**src/rtl/sy_fifo_common_pkg.sv**
```systemverilog
// sy_fifo_common: shared defaults and reader FSM state type for the sync FIFO family
package sy_fifo_common;
  localparam int DEF_WIDTH = 8;
  localparam int DEF_DEPTH = 16;
  typedef enum logic [1:0] {IDLE, RUN, HALT} rd_state_e;
endpackage

```
**src/rtl/sy_skid_buf2.sv**
```systemverilog
// sy_skid_buf2: 2-entry in-order buffer with push/pop and occupancy count
module sy_skid_buf2 #(
  parameter int WIDTH = 8
) (
  input  logic             clk,
  input  logic             rst,
  input  logic             push,
  input  logic [WIDTH-1:0] wdata,
  input  logic             pop,
  output logic [WIDTH-1:0] rdata,
  output logic [1:0]       occ
);
  logic [WIDTH-1:0] mem [2];
  logic             rd_ptr;
  logic             wr_ptr;
  assign rdata = mem[rd_ptr];
  always_ff @(posedge clk) begin
    if (rst) begin
      mem[0] <= '0;
      mem[1] <= '0;
      rd_ptr <= 1'b0;
      wr_ptr <= 1'b0;
      occ    <= 2'd0;
    end else begin
      if (push) mem[wr_ptr] <= wdata;
      wr_ptr <= wr_ptr ^ push;
      rd_ptr <= rd_ptr ^ pop;
      occ    <= occ + {1'b0, push} - {1'b0, pop};
    end
  end
endmodule

```
**src/rtl/sy_fifo_rd_stream.sv**
```systemverilog
// sy_fifo_rd_stream: drains a sync FIFO read port into a valid/ready stream via a 2-entry skid buffer
// Optional beat counter output beat_cnt_o when SY_FIFO_RD_STREAM_CNT_EN is defined.
module sy_fifo_rd_stream
  import sy_fifo_common::*;
#(
  parameter int WIDTH    = DEF_WIDTH,
  parameter int SKID_DEP = 2
) (
  input  logic             clk_i,
  input  logic             rst_i,
  input  logic             en_i,
  output logic             fifo_rd_en_o,
  input  logic [WIDTH-1:0] fifo_rdata_i,
  input  logic             fifo_empty_i,
  input  logic             fifo_error_i,
  output logic             m_valid_o,
  output logic [WIDTH-1:0] m_data_o,
  input  logic             m_ready_i,
  output logic             err_o
`ifdef SY_FIFO_RD_STREAM_CNT_EN
  ,
  output logic [31:0]      beat_cnt_o
`endif
);
  generate
    if (SKID_DEP != 2) begin : g_bad_dep
      $error("sy_fifo_rd_stream: SKID_DEP must be 2");
    end
  endgenerate
  rd_state_e  state;
  logic       inflight;
  logic       pop;
  logic [1:0] occ;
  logic [1:0] occ_eff;
  assign pop          = m_valid_o && m_ready_i;
  assign m_valid_o    = occ != 2'd0;
  // a beat popped this cycle frees its slot for a read issued this same cycle
  assign occ_eff      = occ - {1'b0, pop};
  assign fifo_rd_en_o = (state == RUN) && !fifo_empty_i && ((occ_eff + {1'b0, inflight}) < 2'd2);
  sy_skid_buf2 #(.WIDTH(WIDTH)) u_skid (
    .clk   (clk_i),
    .rst   (rst_i),
    .push  (inflight),
    .wdata (fifo_rdata_i),
    .pop   (pop),
    .rdata (m_data_o),
    .occ   (occ)
  );
  always_ff @(posedge clk_i) begin
    if (rst_i) begin
      state    <= IDLE;
      inflight <= 1'b0;
      err_o    <= 1'b0;
    end else begin
      inflight <= fifo_rd_en_o;
      state    <= state == IDLE ? (en_i ? RUN : IDLE)
                : state == RUN  ? (fifo_error_i ? HALT : en_i ? RUN : IDLE)
                : HALT;
      err_o    <= err_o | (state == RUN && fifo_error_i);
    end
  end
`ifdef SY_FIFO_RD_STREAM_CNT_EN
  always_ff @(posedge clk_i) begin
    if (rst_i) beat_cnt_o <= 32'd0;
    else if (pop) beat_cnt_o <= beat_cnt_o + 32'd1;
  end
`endif
endmodule

```
**config.mk**
```make
export PLATFORM = sky130hd
export DESIGN_NAME = sy_fifo_rd_stream
export DESIGN_NICKNAME = d
export VERILOG_FILES = /design/src/rtl/sy_fifo_common_pkg.sv /design/src/rtl/sy_skid_buf2.sv /design/src/rtl/sy_fifo_rd_stream.sv
export SDC_FILE = /design/constraint.sdc
export NUM_CORES = 1
export LEC_CHECK = 0
export ABC_AREA = 1
export ABC_CLOCK_PERIOD_IN_PS = 1400
export BUFFER_PORTS_ARGS = -buffer_cell sky130_fd_sc_hd__clkbuf_2
export CORE_MARGIN = 2
export CORE_UTILIZATION = 40
export CTS_BUF_LIST = sky130_fd_sc_hd__clkbuf_4 sky130_fd_sc_hd__clkbuf_8
export DETAILED_ROUTE_END_ITERATION = 16
export GPL_TIMING_DRIVEN = 0
export HOLD_SLACK_MARGIN = 0.12
export SLEW_MARGIN = 20
export SYNTH_ARGS = -nofsm -noshare
export SYNTH_HDL_FRONTEND = slang
export SYNTH_SLANG_ARGS = --single-unit
```
**constraint.sdc**
```tcl
create_clock -name clk_i -period 1.4 [get_ports clk_i]
set_input_delay 0.28 -clock clk_i [delete_from_list [all_inputs] [get_ports clk_i]]
set_output_delay 0.28 -clock clk_i [all_outputs]
set_load 0.05 [all_outputs]
```
==> impl_metrics.json <==
{
  "outcome": "finished with violations",
  "violations": "negative setup slack",
  "gp_congestion": 0.6739,
  "peakVddDrop_mv": 1.037,
  "rsz0062_at_grt": "true",
  "grt_usage": 0.1470,
  "die_h_microns": 55.44,
  "cp_data_arrival_time_ns": 1.81,
  "synth_nets": 130,
  "worstSetupPathType": "reg2out",
  "synth_cells": 114,
  "leakagePower_nw": 0.7628,
  "setup_viol": 8,
  "fin_ws_ns": -0.6893,
  "seq_area_frac_synth": 0.6052,
  "clock_latency_ns": 0.31,
  "slew_headroom": 0.7840,
  "yosys_warnings": 0,
  "io_buffer_count": 24,
  "crit_family": "adder cells",
  "end_kind": "output pin",
  "cp_cell_sequence": "o21a_1, ha_1, inv_2, ha_4, inv_2, nand3_2, nand3_2, clkinvlp_4, clkbuf_16",
  "die_area_sq_um": 3074,
  "drive_gt1_frac": 0.5033,
  "rows": 18,
  "path_clk_slew_ns": 0.12,
  "fp.coreArea_sq_um": 2500,
  "die_x_microns": 55.44,
  "ant_nets": 0,
  "wl_per_cell_microns": 10.91,
  "timing.fmax_mhz": 478.6,
  "fill_cells": 204,
  "grt_pass1_vias": 829,
  "min_period_over_period": 1.492,
  "ys_types": 19,
  "required_ns": 1.12,
  "dp_hpwl_mm": 1.333,
  "vias": 828,
  "diodes": 0,
  "cts_max_level": 1,
  "grt_pass1_wl_mm": 3.574,
  "drt_iter0_drc": 17,
  "tightest_slew_ns": 0.3236,
  "cts_root_buf": "clkbuf_4",
  "fin_skew_ns": 0.01112,
  "syn2layout_area_growth_pct": 48.82,
  "grt_overflow_total": 0,
  "cts.sinks": 24,
  "synth.ff_latch_count": 24,
  "cp-start-kind": "flop",
  "drc_errors": 0,
  "place_area_sq_um": 1227,
  "stdcell_count": 181,
  "synthesis.area_sq_um": 1059,
  "hp-class": "in2reg",
  "final_area_sq_um": 1575,
  "place_inst": 168,
  "drv_cap": 0,
  "ios": 25,
  "vias_per_cell": 4.575,
  "hold_viol_final": 0,
  "cts_made_buffers": 3,
  "cp_slowest_cell": "dfxtp_2",
  "cts_buffer_depth": 2,
  "max_stage_delay_ns": 0.34,
  "finalCriticalPeriod_ns": 2.089,
  "crit_buf_inv": 4,
  "wl_mm": 1.975,
  "nNetsFinal": 168,
  "maxSlewViolCount": 0,
  "grt_max_degree": 15,
  "cts_tree": "built",
  "start_util": 0.4234,
  "dr.pass1.iters": 2,
  "ctsHoldBuffers": 0,
  "antenna_found_initial": 0,
  "p_per_area_nw_per_um2": 1647,
  "avgSynthCellArea_sq_um": 9.285,
  "critical_path_peak_fanout": 2
}
timing repair:
| item | 4_1_cts | 5_1_grt |
|---|---|---|
| setup buffers | 4 | 4 |
| pin swaps | 12 | 6 |
| gates cloned | 1 | 0 |
| setup endpoints to repair | 10 | 20 |
| resized for setup | 37 | 36 |
power by group:
group / switching, W / internal [W]
logic: 0.000688 / 0.000529
registers: 0.0000512 / 0.000830
clock network: 0.000208 / 0.000289
total: 0.000947 / 0.00165
final cells by class:
cell class / instances / area, sq um / area share
multi-input cells: 70 / 445.4 / 0.2828
inverters: 19 / 80.08 / 0.05083
clock inverters: 1 / 30.03 / 0.01906
clock buffers: 3 / 22.52 / 0.01430
well taps: 30 / 37.54 / 0.02383
plain buffers: 1 / 15.01 / 0.009531
flip-flops and latches: 24 / 646.9 / 0.4106
repair buffers: 33 / 297.8 / 0.1890
metrics by stage:
step	setup WS (ns)	hold slack, ns	TNS (ns)	util	power, W
after floorplan	-0.2901	0.3491	-0.2901	-	0.001449
after global placement	-0.4541	0.4551	-0.4850	0.4910	0.001594
after detailed placement	-0.4868	0.4613	-0.8403	0.4910	0.001611
after CTS	-0.7266	0.1519	-0.9984	0.5791	0.002365
after global routing	-0.7848	0.1688	-1.704	0.6301	0.002735
final	-0.6893	0.1731	-1.100	0.6301	0.002595
logic make-up (layout without fill, tap and decap cells):
kind of cell / count (synthesis) / after routing / synth area share
AND/OR/NAND/NOR: 64 / 64 / 0.2731
buffers and inverters: 20 / 57 / 0.07209
AO/OA/AOI/OAI: 4 / 4 / 0.02600
adder cells (fa/ha/maj): 2 / 2 / 0.02364
flip-flops: 24 / 24 / 0.6052
sequential cells by signal (all words and copies together), names as in the netlist:
signal	cells
u_skid.mem	16
err_o	1
u_skid.occ	2
u_skid.wr_ptr	1
state	2
u_skid.rd_ptr	1
inflight	1
routing by layer:
| layer | vias up | wire [microns] | global-route usage |
|---|---|---|---|
| met3 | 2 | 61 | 0.02576 |
| met2 | 13 | 1083 | 0.2602 |
| li1 | 427 | - | - |
| met4 | 0 | 11 | 0.06620 |
| met1 | 386 | 818 | 0.1722 |
| met5 | - | 0 | 0 |
placed cells by master, fill, tap and decap left out, drive strengths merged, types with 2 or more instances in the layout:
cell / count
nor2: 23
edfxtp: 16
nand2: 34
nand3: 3
ha: 2
buf: 19
nor3: 2
inv: 18
clkbuf: 18
o21a: 2
dfxtp: 8
synthesized netlist by cell type (all sizes together):
library cell / number / area (sq um)
nor2: 23 / 88.84
nand3: 3 / 32.53
buf: 1 / 5.000
edfxtp: 16 / 480.5
o21a: 2 / 15.01
ha: 2 / 25.02
nand2: 34 / 130.1
dfxtp: 8 / 160.2
and2: 1 / 7.510
a21oi: 1 / 5.000
inv: 19 / 71.31
nor3: 2 / 10.01
o21bai: 1 / 7.510
nand3b: 1 / 20.02
tightest hold or removal path: stages:
cell      delay (ns)
clkbuf_2        0.08
nand2_1         0.05
nor2_1          0.04
path summary, 6_finish.rpt:
check                           slack [ns]           from  depth (start not counted)            to
worst max-delay path                 -0.69  u_skid.occ[1]                          9  fifo_rd_en_o
worst min-delay path                  0.17           en_i                          3      state[0]
worst max register to register       -0.20  u_skid.occ[1]                         10      inflight
worst min register to register        0.49          err_o                          1         err_o
Power figures use the tool's default switching activity.
